### src/rtl/mem_arb_pkg.sv
// ---------------------------------------------------------------------------
// mem_arb_pkg
// Shared types and constants for the two-port memory data-port arbiter.
//   state_t          : arbiter FSM states
//   PORT_CPU/PORT_DMA: requester indices (0 = CPU load/store, 1 = DMA/IO)
//   ADDR_W_DEF/DATA_W_DEF: default bus widths
// Optional feature macro: MEM_ARB_RR_EN (round-robin arbitration, see
// mem_arb_pick).
// ---------------------------------------------------------------------------
package mem_arb_pkg;

    localparam int ADDR_W_DEF = 16;
    localparam int DATA_W_DEF = 16;

    localparam logic PORT_CPU = 1'b0;
    localparam logic PORT_DMA = 1'b1;

    typedef enum logic [2:0] {
        IDLE    = 3'd0,
        RD_ADDR = 3'd1,
        RD_DATA = 3'd2,
        WR      = 3'd3,
        DONE    = 3'd4
    } state_t;

endpackage

### src/rtl/mem_port_arbiter_if.sv
// ---------------------------------------------------------------------------
// mem_port_arbiter_if
// Bundles the requester-side and memory-side signals of mem_port_arbiter.
// Handshake: a requester raises reqN with weN/addrN/wdataN stable and keeps
// them stable until ackN is seen (one-cycle pulse); the request is latched on
// the accepting edge, so later changes do not affect the transfer in flight.
//   slave  : arbiter view (requests and mem_din in; acks, rdata, memory
//            controls out)
//   master : requester/memory environment view (the reverse)
// Optional feature macro: none (MEM_ARB_RR_EN only affects mem_arb_pick).
// ---------------------------------------------------------------------------
interface mem_port_arbiter_if #(
    parameter int ADDR_W = 16,
    parameter int DATA_W = 16
);
    logic              req0;
    logic              req1;
    logic              we0;
    logic              we1;
    logic [ADDR_W-1:0] addr0;
    logic [ADDR_W-1:0] addr1;
    logic [DATA_W-1:0] wdata0;
    logic [DATA_W-1:0] wdata1;
    logic              ack0;
    logic              ack1;
    logic [DATA_W-1:0] rdata;
    logic [ADDR_W-1:0] mem_addr;
    logic              mem_read;
    logic              mem_write;
    logic [DATA_W-1:0] mem_dout;
    logic              mem_dout_en;
    logic [DATA_W-1:0] mem_din;

    modport slave (
        input  req0, req1, we0, we1, addr0, addr1, wdata0, wdata1, mem_din,
        output ack0, ack1, rdata, mem_addr, mem_read, mem_write, mem_dout,
               mem_dout_en
    );

    modport master (
        output req0, req1, we0, we1, addr0, addr1, wdata0, wdata1, mem_din,
        input  ack0, ack1, rdata, mem_addr, mem_read, mem_write, mem_dout,
               mem_dout_en
    );
endinterface

### src/rtl/mem_arb_pick.sv
// ---------------------------------------------------------------------------
// mem_arb_pick
// Combinational winner select between the two requesters.
//   i_req0, i_req1 : live request lines
//   i_last         : index of the port granted most recently
//   o_gnt_valid    : at least one request present
//   o_gnt_idx      : winning port index
// Optional feature macro MEM_ARB_RR_EN:
//   undefined -> fixed priority, port 0 always wins (port 1 may starve)
//   defined   -> round-robin on contention (port not granted last wins);
//                an uncontested request wins regardless of i_last
// ---------------------------------------------------------------------------
module mem_arb_pick
    import mem_arb_pkg::*;
(
    input  logic i_req0,
    input  logic i_req1,
    input  logic i_last,
    output logic o_gnt_valid,
    output logic o_gnt_idx
);

    always_comb begin
        o_gnt_valid = i_req0 | i_req1;
        o_gnt_idx   = PORT_CPU;
`ifdef MEM_ARB_RR_EN
        if (i_req0 && i_req1) begin
            o_gnt_idx = ~i_last;
        end else if (i_req1) begin
            o_gnt_idx = PORT_DMA;
        end
`else
        if (!i_req0 && i_req1) begin
            o_gnt_idx = PORT_DMA;
        end
`endif
    end

`ifndef MEM_ARB_RR_EN
    // Fixed priority ignores the grant history.
    logic w_unused_last;
    assign w_unused_last = i_last;
`endif

endmodule

### src/rtl/mem_port_arbiter.sv
// ---------------------------------------------------------------------------
// mem_port_arbiter
// Shares the data port of the 256x16 synchronous memory between the CPU
// load/store unit (port 0) and the DMA/IO engine (port 1). Reads take an
// address cycle then a bus-enable cycle (memory read is registered); writes
// take a single cycle. Completion is a registered one-cycle ack pulse.
// Ports:
//   clk         : system clock, rising edge
//   rst_n       : asynchronous active-low reset
//   bus         : mem_port_arbiter_if.slave (requests, acks, rdata, memory
//                 address/controls/data)
//   o_dbg_state : current FSM state
// Optional feature macro: MEM_ARB_RR_EN (round-robin instead of fixed
// priority; implemented in mem_arb_pick).
// ---------------------------------------------------------------------------
module mem_port_arbiter
    import mem_arb_pkg::*;
#(
    parameter int ADDR_W = ADDR_W_DEF,
    parameter int DATA_W = DATA_W_DEF
) (
    input  logic                   clk,
    input  logic                   rst_n,
    mem_port_arbiter_if.slave      bus,
    output state_t                 o_dbg_state
);

    state_t              r_state;
    state_t              w_next;
    logic                r_owner;
    logic                r_last;
    logic [ADDR_W-1:0]   r_addr;
    logic [DATA_W-1:0]   r_wdata;
    logic [DATA_W-1:0]   r_rdata;
    logic                r_ack0;
    logic                r_ack1;

    logic                w_gnt_valid;
    logic                w_gnt_idx;
    logic                w_sel_we;
    logic [ADDR_W-1:0]   w_sel_addr;
    logic [DATA_W-1:0]   w_sel_wdata;
    logic                w_accept;

    mem_arb_pick u_pick (
        .i_req0      (bus.req0),
        .i_req1      (bus.req1),
        .i_last      (r_last),
        .o_gnt_valid (w_gnt_valid),
        .o_gnt_idx   (w_gnt_idx)
    );

    // Request fields of the winning port.
    assign w_sel_we    = w_gnt_idx ? bus.we1    : bus.we0;
    assign w_sel_addr  = w_gnt_idx ? bus.addr1  : bus.addr0;
    assign w_sel_wdata = w_gnt_idx ? bus.wdata1 : bus.wdata0;

    // Requests are only sampled in IDLE; DONE never looks at req.
    assign w_accept = (r_state == IDLE) && w_gnt_valid;

    always_comb begin
        w_next = r_state;
        case (r_state)
            IDLE: begin
                if (w_gnt_valid) begin
                    w_next = w_sel_we ? WR : RD_ADDR;
                end
            end
            RD_ADDR: w_next = RD_DATA;
            RD_DATA: w_next = DONE;
            WR:      w_next = DONE;
            DONE:    w_next = IDLE;
            default: w_next = IDLE;
        endcase
    end

    always_ff @(posedge clk or negedge rst_n) begin
        if (!rst_n) begin
            r_state <= IDLE;
            r_owner <= PORT_CPU;
            r_last  <= PORT_DMA;
            r_addr  <= '0;
            r_wdata <= '0;
            r_rdata <= '0;
            r_ack0  <= 1'b0;
            r_ack1  <= 1'b0;
        end else begin
            r_state <= w_next;
            if (w_accept) begin
                r_owner <= w_gnt_idx;
                r_last  <= w_gnt_idx;
                r_addr  <= w_sel_addr;
                r_wdata <= w_sel_wdata;
            end
            // Memory drives d_bus during RD_DATA with the word registered
            // at the end of RD_ADDR.
            if (r_state == RD_DATA) begin
                r_rdata <= bus.mem_din;
            end
            // Ack is registered so it lines up exactly with the DONE state.
            r_ack0 <= (w_next == DONE) && (r_owner == PORT_CPU);
            r_ack1 <= (w_next == DONE) && (r_owner == PORT_DMA);
        end
    end

    // Memory controls decode straight from the state register, so an
    // asynchronous reset drops them without waiting for a clock edge.
    assign bus.mem_addr    = r_addr;
    assign bus.mem_dout    = r_wdata;
    assign bus.mem_read    = (r_state == RD_DATA);
    assign bus.mem_write   = (r_state == WR);
    assign bus.mem_dout_en = (r_state == WR);
    assign bus.ack0        = r_ack0;
    assign bus.ack1        = r_ack1;
    assign bus.rdata       = r_rdata;
    assign o_dbg_state     = r_state;

endmodule

### src/flat_wrapper.sv
// flat-port wrapper written by rule: the top's interface ports become plain ports
module mem_port_arbiter_flat import mem_arb_pkg::*;
#(
    parameter int ADDR_W = ADDR_W_DEF,
    parameter int DATA_W = DATA_W_DEF
)
  (clk, rst_n, o_dbg_state, bus_req0, bus_req1, bus_we0, bus_we1, bus_addr0, bus_addr1, bus_wdata0, bus_wdata1, bus_mem_din, bus_ack0, bus_ack1, bus_rdata, bus_mem_addr, bus_mem_read, bus_mem_write, bus_mem_dout, bus_mem_dout_en);
  mem_port_arbiter_if #(.ADDR_W(ADDR_W), .DATA_W(DATA_W)) bus_i ();
  input  logic clk;
  input  logic rst_n;
  output state_t o_dbg_state;
  input wire logic [$bits(bus_i.req0)-1:0] bus_req0;
  input wire logic [$bits(bus_i.req1)-1:0] bus_req1;
  input wire logic [$bits(bus_i.we0)-1:0] bus_we0;
  input wire logic [$bits(bus_i.we1)-1:0] bus_we1;
  input wire logic [$bits(bus_i.addr0)-1:0] bus_addr0;
  input wire logic [$bits(bus_i.addr1)-1:0] bus_addr1;
  input wire logic [$bits(bus_i.wdata0)-1:0] bus_wdata0;
  input wire logic [$bits(bus_i.wdata1)-1:0] bus_wdata1;
  input wire logic [$bits(bus_i.mem_din)-1:0] bus_mem_din;
  output wire logic [$bits(bus_i.ack0)-1:0] bus_ack0;
  output wire logic [$bits(bus_i.ack1)-1:0] bus_ack1;
  output wire logic [$bits(bus_i.rdata)-1:0] bus_rdata;
  output wire logic [$bits(bus_i.mem_addr)-1:0] bus_mem_addr;
  output wire logic [$bits(bus_i.mem_read)-1:0] bus_mem_read;
  output wire logic [$bits(bus_i.mem_write)-1:0] bus_mem_write;
  output wire logic [$bits(bus_i.mem_dout)-1:0] bus_mem_dout;
  output wire logic [$bits(bus_i.mem_dout_en)-1:0] bus_mem_dout_en;
  assign bus_i.req0 = bus_req0;
  assign bus_i.req1 = bus_req1;
  assign bus_i.we0 = bus_we0;
  assign bus_i.we1 = bus_we1;
  assign bus_i.addr0 = bus_addr0;
  assign bus_i.addr1 = bus_addr1;
  assign bus_i.wdata0 = bus_wdata0;
  assign bus_i.wdata1 = bus_wdata1;
  assign bus_i.mem_din = bus_mem_din;
  assign bus_ack0 = bus_i.ack0;
  assign bus_ack1 = bus_i.ack1;
  assign bus_rdata = bus_i.rdata;
  assign bus_mem_addr = bus_i.mem_addr;
  assign bus_mem_read = bus_i.mem_read;
  assign bus_mem_write = bus_i.mem_write;
  assign bus_mem_dout = bus_i.mem_dout;
  assign bus_mem_dout_en = bus_i.mem_dout_en;
  mem_port_arbiter #(.ADDR_W(ADDR_W), .DATA_W(DATA_W)) u_core (.clk(clk), .rst_n(rst_n), .bus(bus_i), .o_dbg_state(o_dbg_state));
endmodule
### config.mk
export PLATFORM = sky130hd
export DESIGN_NAME = mem_port_arbiter_flat
export DESIGN_NICKNAME = d
export VERILOG_FILES = /design/src/rtl/mem_arb_pkg.sv /design/src/rtl/mem_port_arbiter_if.sv /design/src/rtl/mem_arb_pick.sv /design/src/rtl/mem_port_arbiter.sv /design/src/flat_wrapper.sv
export SDC_FILE = /design/constraint.sdc
export NUM_CORES = 1
export LEC_CHECK = 0
export ABC_AREA = 1
export CAP_MARGIN = 20
export CORE_ASPECT_RATIO = 0.75
export CORE_MARGIN = 2
export CORE_UTILIZATION = 35
export DETAILED_ROUTE_END_ITERATION = 12
export GPL_TIMING_DRIVEN = 0
export PLACE_DENSITY = 0.74
export SLEW_MARGIN = 10
export SYNTH_ARGS = -nofsm -noshare
export SYNTH_HDL_FRONTEND = slang
export SYNTH_SLANG_ARGS = --single-unit
### constraint.sdc
create_clock -name clk -period 1.2 [get_ports clk]
set_clock_uncertainty 0.05 [all_clocks]
set_input_delay 0.24 -clock clk [delete_from_list [all_inputs] [get_ports clk]]
set_output_delay 0.24 -clock clk [all_outputs]
set_load 0.05 [all_outputs]
==> results of run 1 <==
flip-flops by register name, summed over array words and instances, names as in the netlist:
| signal | cells |
|---|---|
| u_core.bus.rdata | 16 |
| u_core.bus.ack1 | 1 |
| u_core.o_dbg_state | 3 |
| u_core.bus.mem_dout | 16 |
| u_core.bus.mem_addr | 16 |
| u_core.r_owner | 1 |
| u_core.bus.ack0 | 1 |
cell usage in the layout, fill, tap and decap left out, types with 2 or more instances in the layout:
cell,count
sky130_fd_sc_hd__nor2_1,3
sky130_fd_sc_hd__clkinv_4,2
sky130_fd_sc_hd__dfrtp_1,51
sky130_fd_sc_hd__buf_12,2
sky130_fd_sc_hd__inv_1,2
sky130_fd_sc_hd__nor2_4,4
sky130_fd_sc_hd__inv_2,2
sky130_fd_sc_hd__buf_8,5
sky130_fd_sc_hd__buf_6,69
sky130_fd_sc_hd__clkdlybuf4s50_1,83
sky130_fd_sc_hd__nand2_2,42
sky130_fd_sc_hd__inv_4,2
sky130_fd_sc_hd__buf_2,9
sky130_fd_sc_hd__clkbuf_8,6
sky130_fd_sc_hd__nand2_1,170
sky130_fd_sc_hd__clkbuf_4,2
sky130_fd_sc_hd__nand3_1,33
sky130_fd_sc_hd__buf_4,28
sky130_fd_sc_hd__dfrtp_2,3
report_power, final:
group	switching (W)	total (W)	leakage, nW	internal (W)
registers	0.000691	0.00339	0.670	0.00270
logic	0.00557	0.00949	1.78	0.00392
clock network	0.000627	0.00110	0.0514	0.000477
total	0.00689	0.0140	2.50	0.00710
through the flow:
| stage | instances | total power, W |
|---|---|---|
| 2_1_floorplan | 338 | 0.00817 |
| 3_3_place_gp | 576 | 0.0107 |
| 3_5_place_dp | 577 | 0.0108 |
| 4_1_cts | 602 | 0.0127 |
| 5_1_grt | 625 | 0.0147 |
| 6_report | 625 | 0.0140 |
worst paths after layout:
path | startpoint | cells after the start | to
setup / recovery | u_core.o_dbg_state[2] | 5 | bus_mem_write
hold / removal | bus_req1 | 5 | u_core.bus.mem_addr[1]
setup reg to reg | u_core.o_dbg_state[2] | 8 | u_core.bus.mem_addr[2]
hold reg to reg | u_core.r_owner | 1 | u_core.bus.ack0
max in group asynchronous | rst_n | 3 | u_core.bus.mem_addr[0]
min in group asynchronous | rst_n | 2 | u_core.bus.mem_dout[2]
area by class of cell:
class,instances,area share (%)
Buffer,18,3.02
Multi-Input combinational cell,258,24.6
Sequential cell,54,28.0
Clock buffer,6,1.70
Inverter,7,0.904
Tap cell,98,2.53
Clock inverter,2,0.362
Timing Repair Buffer,182,38.9
worst max-delay path: cells and delay by family (launching register included):
family                 cells  cell delay [ns]
DFF                        1             0.44
and+or+nand+nor            2             0.23
buffers and inverters      3             0.31
layer usage:
metal	up-vias	track usage (%)	part of all wire [%]	wire [um]
met3	10	4.63	7.4	642
met5	-	0	0	0
met2	112	36.0	50	4340
li1	1413	-	-	-
met1	1305	26.7	42	3660
met4	0	4.34	1.0	89
cells in the mapped netlist:
cell type	count
sky130_fd_sc_hd__nand2_1	212
sky130_fd_sc_hd__dfrtp_1	54
sky130_fd_sc_hd__nand3_1	33
sky130_fd_sc_hd__buf_2	14
sky130_fd_sc_hd__buf_6	4
sky130_fd_sc_hd__nor2_1	4
sky130_fd_sc_hd__inv_1	3
sky130_fd_sc_hd__inv_2	3
sky130_fd_sc_hd__nor2_4	3
sky130_fd_sc_hd__a21boi_0	1
sky130_fd_sc_hd__a21oi_1	1
sky130_fd_sc_hd__buf_4	1
sky130_fd_sc_hd__inv_4	1
sky130_fd_sc_hd__nand2_2	1
sky130_fd_sc_hd__nand2_4	1
sky130_fd_sc_hd__nand3_2	1
sky130_fd_sc_hd__nand4_1	1
repair_timing:
| action | CTS | global route |
|---|---|---|
| hold endpoints to repair | 27 | 0 |
| hold buffers | 1 | 0 |
| gates cloned | 5 | 1 |
| setup buffers | 12 | 24 |
| gates resized for setup | 391 | 70 |
| pin swaps | 6 | 5 |
| endpoints found under the setup margin | 98 | 124 |
kinds of logic (layout without fill, tap and decap cells):
logic type             Yosys count  in the layout  synth area share (%)
buffers and inverters           26            215                  5.92
AND/OR/NAND/NOR                256            256                  40.8
flip-flops                      54             54                  52.8
AO/OA/AOI/OAI                    2              2                 0.489
==> impl_metrics.prom, run 1 <==
# TYPE chip_impl_metric gauge
chip_impl_metric{name="vdd_drop_max",unit="mV"} 1.47
chip_impl_metric{name="timing.final.ws_setup",unit="ns"} -0.380
chip_impl_info{name="synth_area_leaders",value="sky130_fd_sc_hd__dfrtp_1 53%, sky130_fd_sc_hd__nand2_1 31%, sky130_fd_sc_hd__nand3_1 6.5%"} 1
chip_impl_info{name="cts-root-buf",value="sky130_fd_sc_hd__clkbuf_8"} 1
chip_impl_metric{name="floorplan.core_area",unit="sq um"} 6930
chip_impl_metric{name="final_design_area_no_fill",unit="sq um"} 4840
chip_impl_info{name="violations",value="setup timing"} 1
chip_impl_metric{name="min_period_over_period",unit="%"} 132
chip_impl_metric{name="gpl.final_weighted_congestion",unit=""} 0.778
chip_impl_metric{name="ctsLongestPathBuffers",unit=""} 2
chip_impl_metric{name="max_stage_delay",unit="ns"} 0.44
chip_impl_metric{name="dpl-instance-area",unit="sq um"} 4170
chip_impl_metric{name="place.port_buffers",unit=""} 140
chip_impl_metric{name="maximum_fanout_along_the_worst_path",unit=""} 3
chip_impl_metric{name="first_global_vias",unit=""} 2751
chip_impl_metric{name="clock_buffers_created_by_tritoncts",unit=""} 5
chip_impl_metric{name="die_boundary_width",unit="um"} 103
chip_impl_metric{name="synthesis.area_per_instance",unit="sq um"} 7.57
chip_impl_metric{name="cap_violations",unit=""} 0
chip_impl_info{name="tritoncts",value="built"} 1
chip_impl_metric{name="htree_levels",unit=""} 2
chip_impl_metric{name="grt_antenna_before_repair",unit=""} 0
chip_impl_metric{name="synth_area",unit="sq um"} 2560
chip_impl_metric{name="power_per_cell_area",unit="nW/um^2"} 2890
chip_impl_metric{name="final-hold-violation-count",unit=""} 0
chip_impl_metric{name="route.detailed.wl_per_inst",unit="um"} 14.0
chip_impl_metric{name="clk_pin_slew",unit="ns"} 0.10
chip_impl_metric{name="post-route-min-period",unit="ns"} 1.58
chip_impl_metric{name="final_antenna_net_count",unit=""} 0
chip_impl_metric{name="ys.warnings.count",unit=""} 0
chip_impl_metric{name="num_io_pins",unit=""} 142
chip_impl_metric{name="die_height",unit="um"} 78.0
chip_impl_metric{name="route.final.wire_length",unit="um"} 8730
chip_impl_info{name="rsz0062_at_grt",value="yes"} 1
chip_impl_info{name="hp-class",value="in2reg"} 1
chip_impl_info{name="cp_slowest_cell",value="sky130_fd_sc_hd__dfrtp_2"} 1
chip_impl_metric{name="drt_first_iter_violations",unit=""} 81
chip_impl_metric{name="area_of_all_sequential_standard_cells",unit="sq um"} 1360
chip_impl_metric{name="n_fill_cell",unit=""} 567
chip_impl_metric{name="vias_per_instance",unit=""} 4.54
chip_impl_metric{name="leakage_power_of_the_design",unit="nW"} 2.50
chip_impl_metric{name="grt_pass1_wl",unit="um"} 13000
chip_impl_metric{name="grt_max_degree",unit=""} 29
chip_impl_metric{name="finalMaxSlewViolations",unit=""} 0
chip_impl_metric{name="synthesis.nets",unit=""} 424
chip_impl_metric{name="grt_util_all_layers",unit="%"} 20.8
chip_impl_info{name="cp_common_cell",value="sky130_fd_sc_hd__nor2_4"} 1
chip_impl_metric{name="finalSetupViolCount",unit=""} 55
chip_impl_info{name="critPathLaunchType",value="flip-flop"} 1
chip_impl_info{name="crit_type",value="reg2out"} 1
chip_impl_metric{name="synth.distinct_cells",unit=""} 17
chip_impl_metric{name="cp.arrival",unit="ns"} 1.29
chip_impl_metric{name="synth.yosys.seq_area_share",unit="%"} 52.8
chip_impl_metric{name="timing.hold.ws",unit="ns"} 0.342
chip_impl_metric{name="floorplan_row_count",unit=""} 26
chip_impl_metric{name="num_antenna_cells",unit=""} 0
chip_impl_metric{name="multi_input_area",unit="sq um"} 1190
chip_impl_metric{name="reg2reg_setup_slack",unit="ns"} -0.33
chip_impl_info{name="synth_area_leader_cell",value="sky130_fd_sc_hd__dfrtp_1"} 1
chip_impl_metric{name="die_area",unit="sq um"} 8020
chip_impl_metric{name="area_growth_syn_to_layout",unit="%"} 89.3
chip_impl_metric{name="start_util",unit="%"} 36.9
chip_impl_metric{name="slew_headroom",unit="%"} 72.3
chip_impl_metric{name="layout.nets",unit=""} 612
chip_impl_metric{name="drc_errors",unit=""} 0
chip_impl_metric{name="globalRoute.totalOverflow",unit=""} 0
chip_impl_metric{name="via_total_after_detailed_routing",unit=""} 2840
chip_impl_metric{name="dp_worst_setup_slack",unit="ns"} -0.869
chip_impl_metric{name="post-synth-top-area-fraction",unit="%"} 52.8
chip_impl_info{name="crit_path_cell_trace",value="nor2_4 -> inv_2 -> nor2_4 -> buf_6 -> buf_8"} 1
chip_impl_metric{name="post_route_cells_drive_above_1_share",unit="%"} 34.5
chip_impl_info{name="run_status",value="complete, but fails checks"} 1
chip_impl_metric{name="drtPass1Iterations",unit=""} 6
chip_impl_metric{name="detailed_place_hpwl",unit="um"} 5930
chip_impl_metric{name="max_clock_freq",unit="MHz"} 633
chip_impl_metric{name="critPathRequiredTime",unit="ns"} 0.91
chip_impl_metric{name="post-route-util",unit="%"} 69.9
chip_impl_info{name="endpoint_kind",value="output pin"} 1
chip_impl_metric{name="number_of_clock_sinks",unit=""} 54
chip_impl_metric{name="insertion_delay",unit="ns"} 0.31
chip_impl_metric{name="finalSetupTns",unit="ns"} -12.87
chip_impl_metric{name="synthCells",unit=""} 338
chip_impl_metric{name="ys_seq_elements",unit=""} 54
chip_impl_metric{name="tightestPinTransition",unit="ns"} 0.416
(Power assumes the default switching activity.)
==> run 2: changes to the inputs <==
--- a/config.mk
+++ b/config.mk
@@ -12,7 +12,9 @@
 export CORE_UTILIZATION = 35
 export DETAILED_ROUTE_END_ITERATION = 12
 export GPL_TIMING_DRIVEN = 0
+export MAX_ROUTING_LAYER = met4
 export PLACE_DENSITY = 0.74
+export REMOVE_ABC_BUFFERS = 1
 export SLEW_MARGIN = 10
 export SYNTH_ARGS = -nofsm -noshare
 export SYNTH_HDL_FRONTEND = slang
==> run 2 against run 1 <==
Against the previous run: the flow still finishes with violations (setup timing); non-clock buffer count down 32; register-to-register slack about the same; critical path depth up 1; sequential power down 2%; final cell count down 4.2%; worst setup slack better by 0.00082 ns; global-route usage up 1.2 points; flip-flop and latch count unchanged; maximum frequency about the same; largest power group unchanged; routed wire length down 1.5%; highest routed layer unchanged.
==> impl_metrics.prom, run 2 (synthesized netlist as in run 1, its figures left out) <==
# TYPE chip_impl_metric gauge
chip_impl_metric{name="totalPowerFinal",unit="W"} 0.0134
chip_impl_info{name="tritoncts",value="built"} 1
chip_impl_info{name="regToRegStartpoint",value="u_core.o_dbg_state[1]"} 1
chip_impl_metric{name="insertion_delay",unit="ns"} 0.29
chip_impl_metric{name="finalSetupViolCount",unit=""} 56
chip_impl_info{name="run_status",value="complete, but fails checks"} 1
chip_impl_metric{name="grt_util_all_layers",unit="%"} 22.0
chip_impl_metric{name="floorplan.core_area",unit="sq um"} 6930
chip_impl_metric{name="floorplan_row_count",unit=""} 26
chip_impl_info{name="cts-root-buf",value="sky130_fd_sc_hd__clkbuf_8"} 1
chip_impl_metric{name="via_total_after_detailed_routing",unit=""} 2729
chip_impl_metric{name="area_growth_syn_to_layout",unit="%"} 81.7
chip_impl_metric{name="tightestPinTransition",unit="ns"} 0.484
chip_impl_info{name="worstSetupStartpoint",value="u_core.o_dbg_state[1]"} 1
chip_impl_metric{name="die_area",unit="sq um"} 8020
chip_impl_metric{name="cap_violations",unit=""} 0
chip_impl_metric{name="finalSetupTns",unit="ns"} -12.99
chip_impl_metric{name="layout.nets",unit=""} 586
chip_impl_metric{name="num_antenna_cells",unit=""} 0
chip_impl_metric{name="max_clock_freq",unit="MHz"} 633
chip_impl_metric{name="stdcell_count",unit=""} 599
chip_impl_metric{name="numPlacedInstances",unit=""} 559
chip_impl_metric{name="route.detailed.wl_per_inst",unit="um"} 14.3
chip_impl_info{name="endpoint_kind",value="output pin"} 1
chip_impl_info{name="layout.cells.most_common",value="sky130_fd_sc_hd__nand2_1"} 1
chip_impl_metric{name="clk_pin_slew",unit="ns"} 0.09
chip_impl_metric{name="timing.final.ws_setup",unit="ns"} -0.379
chip_impl_metric{name="cp.arrival",unit="ns"} 1.29
chip_impl_metric{name="gpl.final_weighted_congestion",unit=""} 0.767
chip_impl_metric{name="die_height",unit="um"} 78.0
chip_impl_metric{name="post_route_cells_drive_above_1_share",unit="%"} 28.1
chip_impl_metric{name="critPathRequiredTime",unit="ns"} 0.91
chip_impl_metric{name="die_boundary_width",unit="um"} 103
chip_impl_metric{name="num_io_pins",unit=""} 142
chip_impl_metric{name="grt_antenna_before_repair",unit=""} 0
chip_impl_metric{name="post-route-min-period",unit="ns"} 1.58
chip_impl_metric{name="drc_errors",unit=""} 0
chip_impl_metric{name="grt_pass1_wl",unit="um"} 13400
chip_impl_metric{name="clock_buffers_created_by_tritoncts",unit=""} 5
chip_impl_metric{name="finalMaxSlewViolations",unit=""} 0
chip_impl_metric{name="dpl-instance-area",unit="sq um"} 3980
chip_impl_metric{name="leakage_power_of_the_design",unit="nW"} 2.37
chip_impl_info{name="hp-class",value="in2async"} 1
chip_impl_metric{name="vias_per_instance",unit=""} 4.56
chip_impl_metric{name="drt_first_iter_violations",unit=""} 114
chip_impl_info{name="crit_type",value="reg2out"} 1
chip_impl_metric{name="final_antenna_net_count",unit=""} 0
chip_impl_metric{name="maximum_fanout_along_the_worst_path",unit=""} 4
chip_impl_metric{name="route.final.wire_length",unit="um"} 8600
chip_impl_info{name="critPathLaunchType",value="flip-flop"} 1
chip_impl_metric{name="first_global_vias",unit=""} 2625
chip_impl_metric{name="detailed_place_hpwl",unit="um"} 5060
chip_impl_metric{name="globalRoute.totalOverflow",unit=""} 0
chip_impl_metric{name="number_of_clock_sinks",unit=""} 54
chip_impl_metric{name="final_design_area_no_fill",unit="sq um"} 4650
chip_impl_metric{name="grt_max_degree",unit=""} 38
chip_impl_metric{name="start_util",unit="%"} 36.9
chip_impl_info{name="rsz0062_at_grt",value="yes"} 1
chip_impl_info{name="violations",value="setup timing"} 1
chip_impl_info{name="final_cell_mix",value="183 x sky130_fd_sc_hd__nand2_1, 82 x sky130_fd_sc_hd__clkdlybuf4s50_1, 53 x sky130_fd_sc_hd__dfrtp_1"} 1
chip_impl_metric{name="final-hold-violation-count",unit=""} 0
chip_impl_metric{name="n_fill_cell",unit=""} 619
chip_impl_metric{name="htree_levels",unit=""} 2
chip_impl_metric{name="vdd_drop_max",unit="mV"} 1.22
chip_impl_metric{name="slew_headroom",unit="%"} 67.6
chip_impl_metric{name="min_period_over_period",unit="%"} 132
chip_impl_metric{name="ctsLongestPathBuffers",unit=""} 2
chip_impl_metric{name="power_per_cell_area",unit="nW/um^2"} 2890
chip_impl_metric{name="place.port_buffers",unit=""} 141
chip_impl_metric{name="drtPass1Iterations",unit=""} 4
chip_impl_metric{name="timing.hold.ws",unit="ns"} 0.380
==> run 2: cell count changes in the layout (fill, tap and decap cells not counted), moves of 4 or more <==
cell and delta:
sky130_fd_sc_hd__buf_6 -21, sky130_fd_sc_hd__nand2_2 -15, sky130_fd_sc_hd__nand2_1 +13, sky130_fd_sc_hd__buf_2 -9, sky130_fd_sc_hd__nand3_4 +4
==> run 2: worst paths after layout <==
check	endpoint	slack, ns	depth (start not counted)
setup / recovery	bus_mem_read	-0.38	6
hold / removal	u_core.bus.mem_dout[12]	0.38	2
setup reg to reg	u_core.bus.mem_addr[11]	-0.33	7
hold reg to reg	u_core.bus.ack0	0.40	1
max in group asynchronous	u_core.o_dbg_state[2]	0.23	3
min in group clk	u_core.bus.ack0	0.40	1
==> run 2: cell type report <==
class	count	area, sq um	share of cell area (%)
repair inverters	1	8.76	0.188
repair buffers	168	1720	37.1
flip-flops and latches	54	1350	29.1
multi-input cells	263	1260	27.1
inverters	7	70.1	1.51
well taps	98	123	2.64
clock buffers	8	110	2.37
==> run 2: metrics by stage <==
step | setup WS, ns | util (%)
finish | -0.379 | 67.1
CTS | -0.392 | 62.4
global placement | -1.85 | 57.3
floorplan | -1.31 | -
detailed placement | -1.17 | 57.4
global route | -0.437 | 67.1
==> run 2: worst max-delay path, cell delays in order (launching register included) <==
cell and delay (ns):
sky130_fd_sc_hd__dfrtp_1 0.38, sky130_fd_sc_hd__inv_2 0.05, sky130_fd_sc_hd__nor2_4 0.16, sky130_fd_sc_hd__buf_12 0.13, sky130_fd_sc_hd__nand2_8 0.07, sky130_fd_sc_hd__inv_12 0.07, sky130_fd_sc_hd__buf_12 0.12
==> run 2: where the power goes <==
part	leakage, nW	total (W)	internal [W]	switching [W]
Sequential	0.673	0.00332	0.00269	0.000632
Combinational	1.64	0.00895	0.00334	0.00561
Clock	0.0575	0.00114	0.000584	0.000559
==> run 2: timing repair <==
action	CTS	global route
resized for setup	384	72
pin swaps	6	5
hold buffers	1	0
endpoints found under the hold margin	27	0
setup buffers	13	15
gates cloned	6	0
endpoints found under the setup margin	107	123
==> run 2: routing by layer <==
metal | vias up | wire (um) | track usage [%] | part of all wire (%)
li1 | 1371 | - | - | -
met3 | 2 | 410 | 3.03 | 4.8
met5 | - | 0 | - | 0
met4 | 0 | 34 | 4.21 | 0.40
met2 | 81 | 4240 | 36.3 | 49
met1 | 1275 | 3910 | 29.5 | 45
